$ cat config.mk
export PLATFORM = sky130hd
export DESIGN_NAME = head_table_writer_flat
export DESIGN_NICKNAME = d
export VERILOG_FILES = /design/src/rtl/hash_table_pkg.sv /design/src/rtl/head_table_if.sv /design/src/rtl/head_upd_fifo.sv /design/src/rtl/head_table_writer.sv /design/src/flat_wrapper.sv
export SDC_FILE = /design/constraint.sdc
export NUM_CORES = 1
export LEC_CHECK = 0
export CAP_MARGIN = 20
export CORE_MARGIN = 3
export CORE_UTILIZATION = 35
export CTS_CLUSTER_SIZE = 20
export DETAILED_ROUTE_END_ITERATION = 7
export GPL_ROUTABILITY_DRIVEN = 0
export GPL_TIMING_DRIVEN = 0
export SKIP_CTS_REPAIR_TIMING = 1
export SYNTH_ARGS = -nofsm -noshare
export SYNTH_HDL_FRONTEND = slang
export SYNTH_SLANG_ARGS = --single-unit
$ cat constraint.sdc
create_clock -name clk_i -period 7.45 [get_ports clk_i]
set_input_delay 1.49 -clock clk_i [delete_from_list [all_inputs] [get_ports clk_i]]
set_output_delay 1.49 -clock clk_i [all_outputs]
set_load 0.01 [all_outputs]
$ cat src/rtl/hash_table_pkg.sv
`default_nettype none
// ============================================================================
//  Module      : hash_table (package)
//  Description : Shared widths and types for the hash-table head-pointer path.
//                head_upd_t is one head-pointer update command:
//                {bucket, ptr, ptr_val}.
//  Revision    : 1.0 - initial release
// ============================================================================
package hash_table;

    localparam int BUCKET_WIDTH   = 8;
    localparam int HEAD_PTR_WIDTH = 10;

    typedef struct packed {
        logic [BUCKET_WIDTH-1:0]   bucket;
        logic [HEAD_PTR_WIDTH-1:0] ptr;
        logic                      ptr_val;
    } head_upd_t;

    // Round-robin priority pointer for the two update clients.
    typedef enum logic {
        RR_INS = 1'b0,
        RR_DEL = 1'b1
    } rr_sel_e;

endpackage
`default_nettype wire

$ cat src/rtl/head_table_if.sv
`default_nettype none
// ============================================================================
//  Module      : head_table_if
//  Description : Write port of the head-pointer RAM.
//                master : drives wr_addr, wr_data_ptr, wr_data_ptr_val, wr_en
//                slave  : RAM side, receives the same signals
//  Revision    : 1.0 - initial release
// ============================================================================
interface head_table_if;

    logic [hash_table::BUCKET_WIDTH-1:0]   wr_addr;
    logic [hash_table::HEAD_PTR_WIDTH-1:0] wr_data_ptr;
    logic                                  wr_data_ptr_val;
    logic                                  wr_en;

    modport master (
        output wr_addr,
        output wr_data_ptr,
        output wr_data_ptr_val,
        output wr_en
    );

    modport slave (
        input  wr_addr,
        input  wr_data_ptr,
        input  wr_data_ptr_val,
        input  wr_en
    );

endinterface
`default_nettype wire

$ cat src/rtl/head_upd_fifo.sv
`default_nettype none
// ============================================================================
//  Module      : head_upd_fifo
//  Description : Synchronous show-ahead FIFO of head_upd_t commands.
//                i_clk/i_rst_n : clock, asynchronous active-low reset
//                i_push/i_push_data : write side (ignored when full)
//                i_pop  : drop head entry (ignored when empty)
//                o_head : current head entry (valid when !o_empty)
//                o_full/o_empty/o_count : occupancy
//  Revision    : 1.0 - initial release
// ============================================================================
module head_upd_fifo
    import hash_table::*;
#(
    parameter int DEPTH = 4
) (
    input  logic                         i_clk,
    input  logic                         i_rst_n,
    input  logic                         i_push,
    input  head_upd_t                    i_push_data,
    input  logic                         i_pop,
    output head_upd_t                    o_head,
    output logic                         o_full,
    output logic                         o_empty,
    output logic [$clog2(DEPTH+1)-1:0]   o_count
);

    localparam int c_CNT_W  = $clog2(DEPTH + 1);
    localparam int c_ADDR_W = (DEPTH > 1) ? $clog2(DEPTH) : 1;

    head_upd_t               r_mem [DEPTH];
    logic [c_ADDR_W-1:0]     r_wr_ptr;
    logic [c_ADDR_W-1:0]     r_rd_ptr;
    logic [c_CNT_W-1:0]      r_count;

    logic                    w_push;
    logic                    w_pop;

    assign o_full  = (r_count == c_CNT_W'(DEPTH));
    assign o_empty = (r_count == '0);
    assign o_count = r_count;
    assign o_head  = r_mem[r_rd_ptr];

    assign w_push  = i_push && !o_full;
    assign w_pop   = i_pop  && !o_empty;

    // Storage is not reset: only entries between the pointers are ever read.
    always_ff @(posedge i_clk) begin
        if (w_push) begin
            r_mem[r_wr_ptr] <= i_push_data;
        end
    end

    // DEPTH is a power of two, so the pointers wrap naturally.
    always_ff @(posedge i_clk or negedge i_rst_n) begin
        if (!i_rst_n) begin
            r_wr_ptr <= '0;
            r_rd_ptr <= '0;
            r_count  <= '0;
        end else begin
            if (w_push) begin
                r_wr_ptr <= r_wr_ptr + c_ADDR_W'(1);
            end
            if (w_pop) begin
                r_rd_ptr <= r_rd_ptr + c_ADDR_W'(1);
            end
            r_count <= r_count + c_CNT_W'(w_push) - c_CNT_W'(w_pop);
        end
    end

endmodule
`default_nettype wire

$ cat src/rtl/head_table_writer.sv
`default_nettype none
// ============================================================================
//  Module      : head_table_writer
//  Description : Master of head_table_if. Round-robin arbitration of insert /
//                delete head-pointer updates into a command FIFO, drained one
//                RAM write per cycle, plus the head-RAM clear sequence
//                (IDLE -> DRAIN -> RUN -> WAIT -> IDLE).
//  Ports       : clk_i, rst_n_i            clock, async active-low reset
//                ins_* / del_*             valid/ready update clients
//                head_table_if             RAM write port (master)
//                clear_req_i               clear request (honoured in IDLE)
//                clear_ram_run_o           one-cycle RAM clear start
//                clear_ram_done_i          RAM clear finished
//                clear_done_o              one-cycle sequence complete
//                busy_o                    work pending or clear in progress
//  Revision    : 1.0 - initial release
// ============================================================================
module head_table_writer
    import hash_table::*;
#(
    parameter int FIFO_DEPTH = 4
) (
    input  logic                clk_i,
    input  logic                rst_n_i,
    input  head_upd_t           ins_upd_i,
    input  logic                ins_valid_i,
    output logic                ins_ready_o,
    input  head_upd_t           del_upd_i,
    input  logic                del_valid_i,
    output logic                del_ready_o,
    head_table_if.master        head_table_if,
    input  logic                clear_req_i,
    output logic                clear_ram_run_o,
    input  logic                clear_ram_done_i,
    output logic                clear_done_o,
    output logic                busy_o
);

    localparam int c_CNT_W = $clog2(FIFO_DEPTH + 1);

    localparam logic [1:0] S_IDLE  = 2'd0;
    localparam logic [1:0] S_DRAIN = 2'd1;
    localparam logic [1:0] S_RUN   = 2'd2;
    localparam logic [1:0] S_WAIT  = 2'd3;

    logic [1:0]          r_state;
    logic [1:0]          w_state_nxt;
    rr_sel_e             r_rr;
    logic                r_wr_en;
    head_upd_t           r_wr;
    logic                r_clear_done;

    logic                w_grant_en;
    logic                w_gnt_ins;
    logic                w_gnt_del;
    logic                w_push;
    head_upd_t           w_push_data;
    logic                w_pop;
    head_upd_t           w_head;
    logic                w_full;
    logic                w_empty;
    logic [c_CNT_W-1:0]  w_count;

    // ------------------------------------------------------------------------
    // Arbiter. rst_n_i gates the grant so no ready is ever seen during reset.
    // A clear request blocks grants in the same cycle it is raised, and the
    // full flag does not credit a simultaneous pop.
    // ------------------------------------------------------------------------
    assign w_grant_en  = rst_n_i && (r_state == S_IDLE) && !w_full && !clear_req_i;
    assign w_gnt_ins   = w_grant_en && ins_valid_i && (!del_valid_i || (r_rr == RR_INS));
    assign w_gnt_del   = w_grant_en && del_valid_i && (!ins_valid_i || (r_rr == RR_DEL));

    assign ins_ready_o = w_gnt_ins;
    assign del_ready_o = w_gnt_del;

    assign w_push      = w_gnt_ins || w_gnt_del;
    assign w_push_data = w_gnt_ins ? ins_upd_i : del_upd_i;

    // The pointer always moves to the client that was not just served.
    always_ff @(posedge clk_i or negedge rst_n_i) begin
        if (!rst_n_i) begin
            r_rr <= RR_INS;
        end else if (w_gnt_ins) begin
            r_rr <= RR_DEL;
        end else if (w_gnt_del) begin
            r_rr <= RR_INS;
        end
    end

    head_upd_fifo #(
        .DEPTH       (FIFO_DEPTH)
    ) u_fifo (
        .i_clk       (clk_i),
        .i_rst_n     (rst_n_i),
        .i_push      (w_push),
        .i_push_data (w_push_data),
        .i_pop       (w_pop),
        .o_head      (w_head),
        .o_full      (w_full),
        .o_empty     (w_empty),
        .o_count     (w_count)
    );

    // ------------------------------------------------------------------------
    // Drain: pops are frozen once the RAM clear has started.
    // ------------------------------------------------------------------------
    assign w_pop = !w_empty && ((r_state == S_IDLE) || (r_state == S_DRAIN));

    always_ff @(posedge clk_i or negedge rst_n_i) begin
        if (!rst_n_i) begin
            r_wr_en <= 1'b0;
            r_wr    <= '0;
        end else begin
            r_wr_en <= w_pop;
            if (w_pop) begin
                r_wr <= w_head;
            end
        end
    end

    assign head_table_if.wr_en           = r_wr_en;
    assign head_table_if.wr_addr         = r_wr.bucket;
    assign head_table_if.wr_data_ptr     = r_wr.ptr;
    assign head_table_if.wr_data_ptr_val = r_wr.ptr_val;

    // ------------------------------------------------------------------------
    // Clear sequencer. DRAIN exits only after the last write has left the
    // output register, so the run pulse never overlaps a RAM write.
    // ------------------------------------------------------------------------
    always_comb begin
        w_state_nxt = r_state;
        case (r_state)
            S_IDLE:  if (clear_req_i)           w_state_nxt = S_DRAIN;
            S_DRAIN: if (w_empty && !r_wr_en)   w_state_nxt = S_RUN;
            S_RUN:                              w_state_nxt = S_WAIT;
            S_WAIT:  if (clear_ram_done_i)      w_state_nxt = S_IDLE;
            default:                            w_state_nxt = S_IDLE;
        endcase
    end

    always_ff @(posedge clk_i or negedge rst_n_i) begin
        if (!rst_n_i) begin
            r_state      <= S_IDLE;
            r_clear_done <= 1'b0;
        end else begin
            r_state      <= w_state_nxt;
            r_clear_done <= (r_state == S_WAIT) && clear_ram_done_i;
        end
    end

    assign clear_ram_run_o = (r_state == S_RUN);
    assign clear_done_o    = r_clear_done;
    assign busy_o          = (w_count != '0) || r_wr_en || (r_state != S_IDLE);

endmodule
`default_nettype wire

$ cat src/flat_wrapper.sv
// flat-port wrapper written by rule: the top's interface ports become plain ports
module head_table_writer_flat import hash_table::*;
#(
    parameter int FIFO_DEPTH = 4
)
  (clk_i, rst_n_i, ins_upd_i, ins_valid_i, ins_ready_o, del_upd_i, del_valid_i, del_ready_o, clear_req_i, clear_ram_run_o, clear_ram_done_i, clear_done_o, busy_o, head_table_if_wr_addr, head_table_if_wr_data_ptr, head_table_if_wr_data_ptr_val, head_table_if_wr_en);
  head_table_if head_table_if_i ();
  input  logic clk_i;
  input  logic rst_n_i;
  input  head_upd_t ins_upd_i;
  input  logic ins_valid_i;
  output logic ins_ready_o;
  input  head_upd_t del_upd_i;
  input  logic del_valid_i;
  output logic del_ready_o;
  input  logic clear_req_i;
  output logic clear_ram_run_o;
  input  logic clear_ram_done_i;
  output logic clear_done_o;
  output logic busy_o;
  output wire logic [$bits(head_table_if_i.wr_addr)-1:0] head_table_if_wr_addr;
  output wire logic [$bits(head_table_if_i.wr_data_ptr)-1:0] head_table_if_wr_data_ptr;
  output wire logic [$bits(head_table_if_i.wr_data_ptr_val)-1:0] head_table_if_wr_data_ptr_val;
  output wire logic [$bits(head_table_if_i.wr_en)-1:0] head_table_if_wr_en;
  assign head_table_if_wr_addr = head_table_if_i.wr_addr;
  assign head_table_if_wr_data_ptr = head_table_if_i.wr_data_ptr;
  assign head_table_if_wr_data_ptr_val = head_table_if_i.wr_data_ptr_val;
  assign head_table_if_wr_en = head_table_if_i.wr_en;
  head_table_writer #(.FIFO_DEPTH(FIFO_DEPTH)) u_core (.clk_i(clk_i), .rst_n_i(rst_n_i), .ins_upd_i(ins_upd_i), .ins_valid_i(ins_valid_i), .ins_ready_o(ins_ready_o), .del_upd_i(del_upd_i), .del_valid_i(del_valid_i), .del_ready_o(del_ready_o), .head_table_if(head_table_if_i), .clear_req_i(clear_req_i), .clear_ram_run_o(clear_ram_run_o), .clear_ram_done_i(clear_ram_done_i), .clear_done_o(clear_done_o), .busy_o(busy_o));
endmodule
==> metrics, run 1 <==
Worst Tran Pin Value 1.09 ns; final setup fails 0; CP max-delay cell buf_2; deepest clock path buffer count 2; CP max FO 32; Total Nets Final about 400; GRT Residual Overflow 0; vias in the first global route ~2,500; area grow syn2layout 26.0%; Post-Syn Area per Cell ~17 sq um; WL per Instance approximately 16 microns; CP required between 5 and 6 ns; Post-route DRC 0; number of CTS-inserted buffers 9; clk slew on worst S/H paths about 0.07 ns; Startpoint Class primary input; fraction of synthesis flops using an asynchronous set or reset pin 0.290; largest net degree at the start of global routing 33; Max Slew Vio Count 0; post-synthesis cell count roughly 270; maximum VDD drop 170 uV; post-route ant nets 0; first-pass GRT wire length around 13 mm; Max Cap Viol 0; Root Driver clkbuf_16; post-synth top area share 0.506; die outline height 120 microns; Initial Utilization 0.367; syn nets 322; Worst Path Arrival roughly 3.4 ns; CTS sink count roughly 110; post-synth cell types 28; share of layout cells above drive strength 1 0.191; unrepaired setup endpoints after global routing false; fin area approximately 5700 sq um; worst clock skew around 0.0067 ns; DIE AREA approximately 14,000 sq um; Post-synth EDFFs 76; CP cell instances buf_2 > and3b_1 > nand4_4 > buf_12 > inv_1 > clkdlybuf4s50_1; Pleak between 2 and 2.5 nW; initial antenna violation count 0; CTS tree built; post-synthesis sequential area ratio 0.677; buffers added on ports ~70; Die W 120 microns; final-report hold violation count 0; Core Area ~12,000 sq um; Tmin final around 4.9 ns; Worst Setup End Kind output port; crit path kind in2out; Vias/cell approximately 4.6; Detailed Route WL 8.13 mm; FP Rows 40; Yosys warning count 0; Antenna Cells 0; Iter 0 DRT Violations 97; worst skew pair latency between 0.3 and 0.4 ns; Main synth FF type edfxtp_1; relative slew slack 0.274; Cell Area, Synth 4510 sq um; largest area contributor in the netlist edfxtp_1; f_max 0.204 GHz; status finished, final reports clean; First-pass DRT Iterations 6; via count ~2,400; H-tree levels 3; Power Total 1.98 mW; setup_tns 0 ns; Area contributors post-synth edfxtp_1 51%, dfrtp_1 17%, mux4_2 9.5%, mux2_4 6.7%, nand2_1 5.0%; Yosys reg bits around 110; Top-Level Pins roughly 70; fin crit share 0.659; PD cells between 300 and 400 nW/um^2; hpwl dp between 5 and 6 mm; worst hold path type reg2reg; Max stage delay on crit path roughly 0.58 ns; post-place instance area roughly 5400 sq um; Total GRT Usage 0.123
[worst paths after layout]
path,startpoint,endpoint,slack (ns),cells past startpoint
worst max-delay path,rst_n_i,ins_ready_o,2.54,6
worst min-delay path,u_core.head_table_if.wr_data_ptr[7],u_core.head_table_if.wr_data_ptr[7],0.48,2
worst max register to register,u_core.r_state[0],u_core.u_fifo.o_count[2],4.64,12
worst min register to register,u_core.head_table_if.wr_data_ptr[7],u_core.head_table_if.wr_data_ptr[7],0.48,2
max in group asynchronous,rst_n_i,u_core.head_table_if.wr_addr[2],5.74,1
min in group asynchronous,rst_n_i,u_core.head_table_if.wr_data_ptr_val,1.22,1
[critical path: cells and delay by family]
kind                   cells  cell delay [ns]
AND/OR/NAND/NOR            2             0.56
buffers and inverters      4             1.35
[area by class of cell]
| type | instances | area [sq um] |
|---|---|---|
| Fill cell | 1127 | 6620 |
| Sequential cell | 107 | 3060 |
| Multi-Input combinational cell | 137 | 1340 |
| Timing Repair Buffer | 68 | 676 |
| Clock buffer | 9 | 225 |
| Tap cell | 168 | 210 |
| Buffer | 10 | 76.3 |
| Clock inverter | 7 | 63.8 |
| Inverter | 12 | 45.0 |
[power breakdown]
group	internal, mW	switching [mW]
sequential	0.753	0.0623
combinational	0.365	0.354
clock	0.233	0.217
[cell families (layout without fill, tap and decap cells)]
family / Yosys count / in the layout / synth area share
muxes: 41 / 41 / 0.166
adders and majority gates: 12 / 12 / 0.0349
AOI/OAI and AO/OA: 5 / 5 / 0.0111
and+or+nand+nor: 74 / 74 / 0.0740
DFF: 107 / 107 / 0.677
xor gates and xnor gates: 5 / 5 / 0.00970
buffers and inverters: 22 / 106 / 0.0269
[metrics by stage]
stage,hold WS [ns],instances,utilization,setup slack (ns)
final,0.476,518,0.462,2.54
after floorplan,0.463,266,-,3.77
after CTS,0.483,518,0.462,2.41
after global routing,0.509,518,0.462,2.32
after detailed placement,0.469,502,0.439,2.43
after global placement,0.462,502,0.439,1.44
[state kept, by name, indices dropped and copies added (netlist names), 2 cells and up]
signal                            count
u_core.u_fifo.o_count                 3
u_core.head_table_if.wr_addr          8
u_core.u_fifo.r_rd_ptr                2
u_core.u_fifo.r_mem                  76
u_core.u_fifo.r_wr_ptr                2
u_core.r_state                        2
u_core.head_table_if.wr_data_ptr     10
[layer usage]
layer  GRT usage  vias to the layer above  share of wire
li1            -                     1132              -
met1       0.152                     1176           0.43
met2       0.217                       49           0.52
met3      0.0254                        9          0.038
met4      0.0387                        0          0.014
met5           0                        -              0
[cells in the final DEF (no fill, tap or decap), drive strengths merged, types with 6 or more instances in the layout]
cell and count:
ha 11, dfrtp 31, mux2 21, and2 6, edfxtp 76, clkbuf 14, buf 6, clkdlybuf4s50 67
inv 14, nand2 60, mux4 19
[Yosys cell counts, drive strengths merged (2+ instances only)]
| cell | n |
|---|---|
| a31oi | 2 |
| and2 | 6 |
| buf | 5 |
| clkbuf | 5 |
| dfrtp | 31 |
| edfxtp | 76 |
| ha | 11 |
| inv | 12 |
| mux2 | 21 |
| mux4 | 19 |
| nand2 | 60 |
| nand2b | 2 |
| xnor2 | 5 |
No activity file was read; power rests on OpenSTA's default activity.
==> inputs of run 2 (changes only) <==
- clock period: 7.45 -> 4.8 ns (I/O delays scaled with it)
==> results of run 2 <==
The final DEF is identical to that of run 1. Status: finished, final reports clean.
Main changes from that run: setup slack after placement 2.43 ns -> 0.842 ns; setup slack after layout 2.54 ns -> 0.953 ns; register-to-register setup slack 4.64 ns -> 1.99 ns; total power 1.98 mW -> 3.08 mW; worst IR drop on VDD 170 uV -> 265 uV
==> inputs of run 3 (changes only) <==
- clock period: 4.8 -> 3.8 ns (I/O delays scaled with it)
==> results of run 3 <==
The final DEF is identical to that of run 1. Status: finished, final reports clean.
Main changes from that run: setup slack after placement 2.43 ns -> 0.242 ns; setup slack after layout 2.54 ns -> 0.353 ns; register-to-register setup slack 4.64 ns -> 0.99 ns; total power 1.98 mW -> 3.89 mW; worst IR drop on VDD 170 uV -> 334 uV
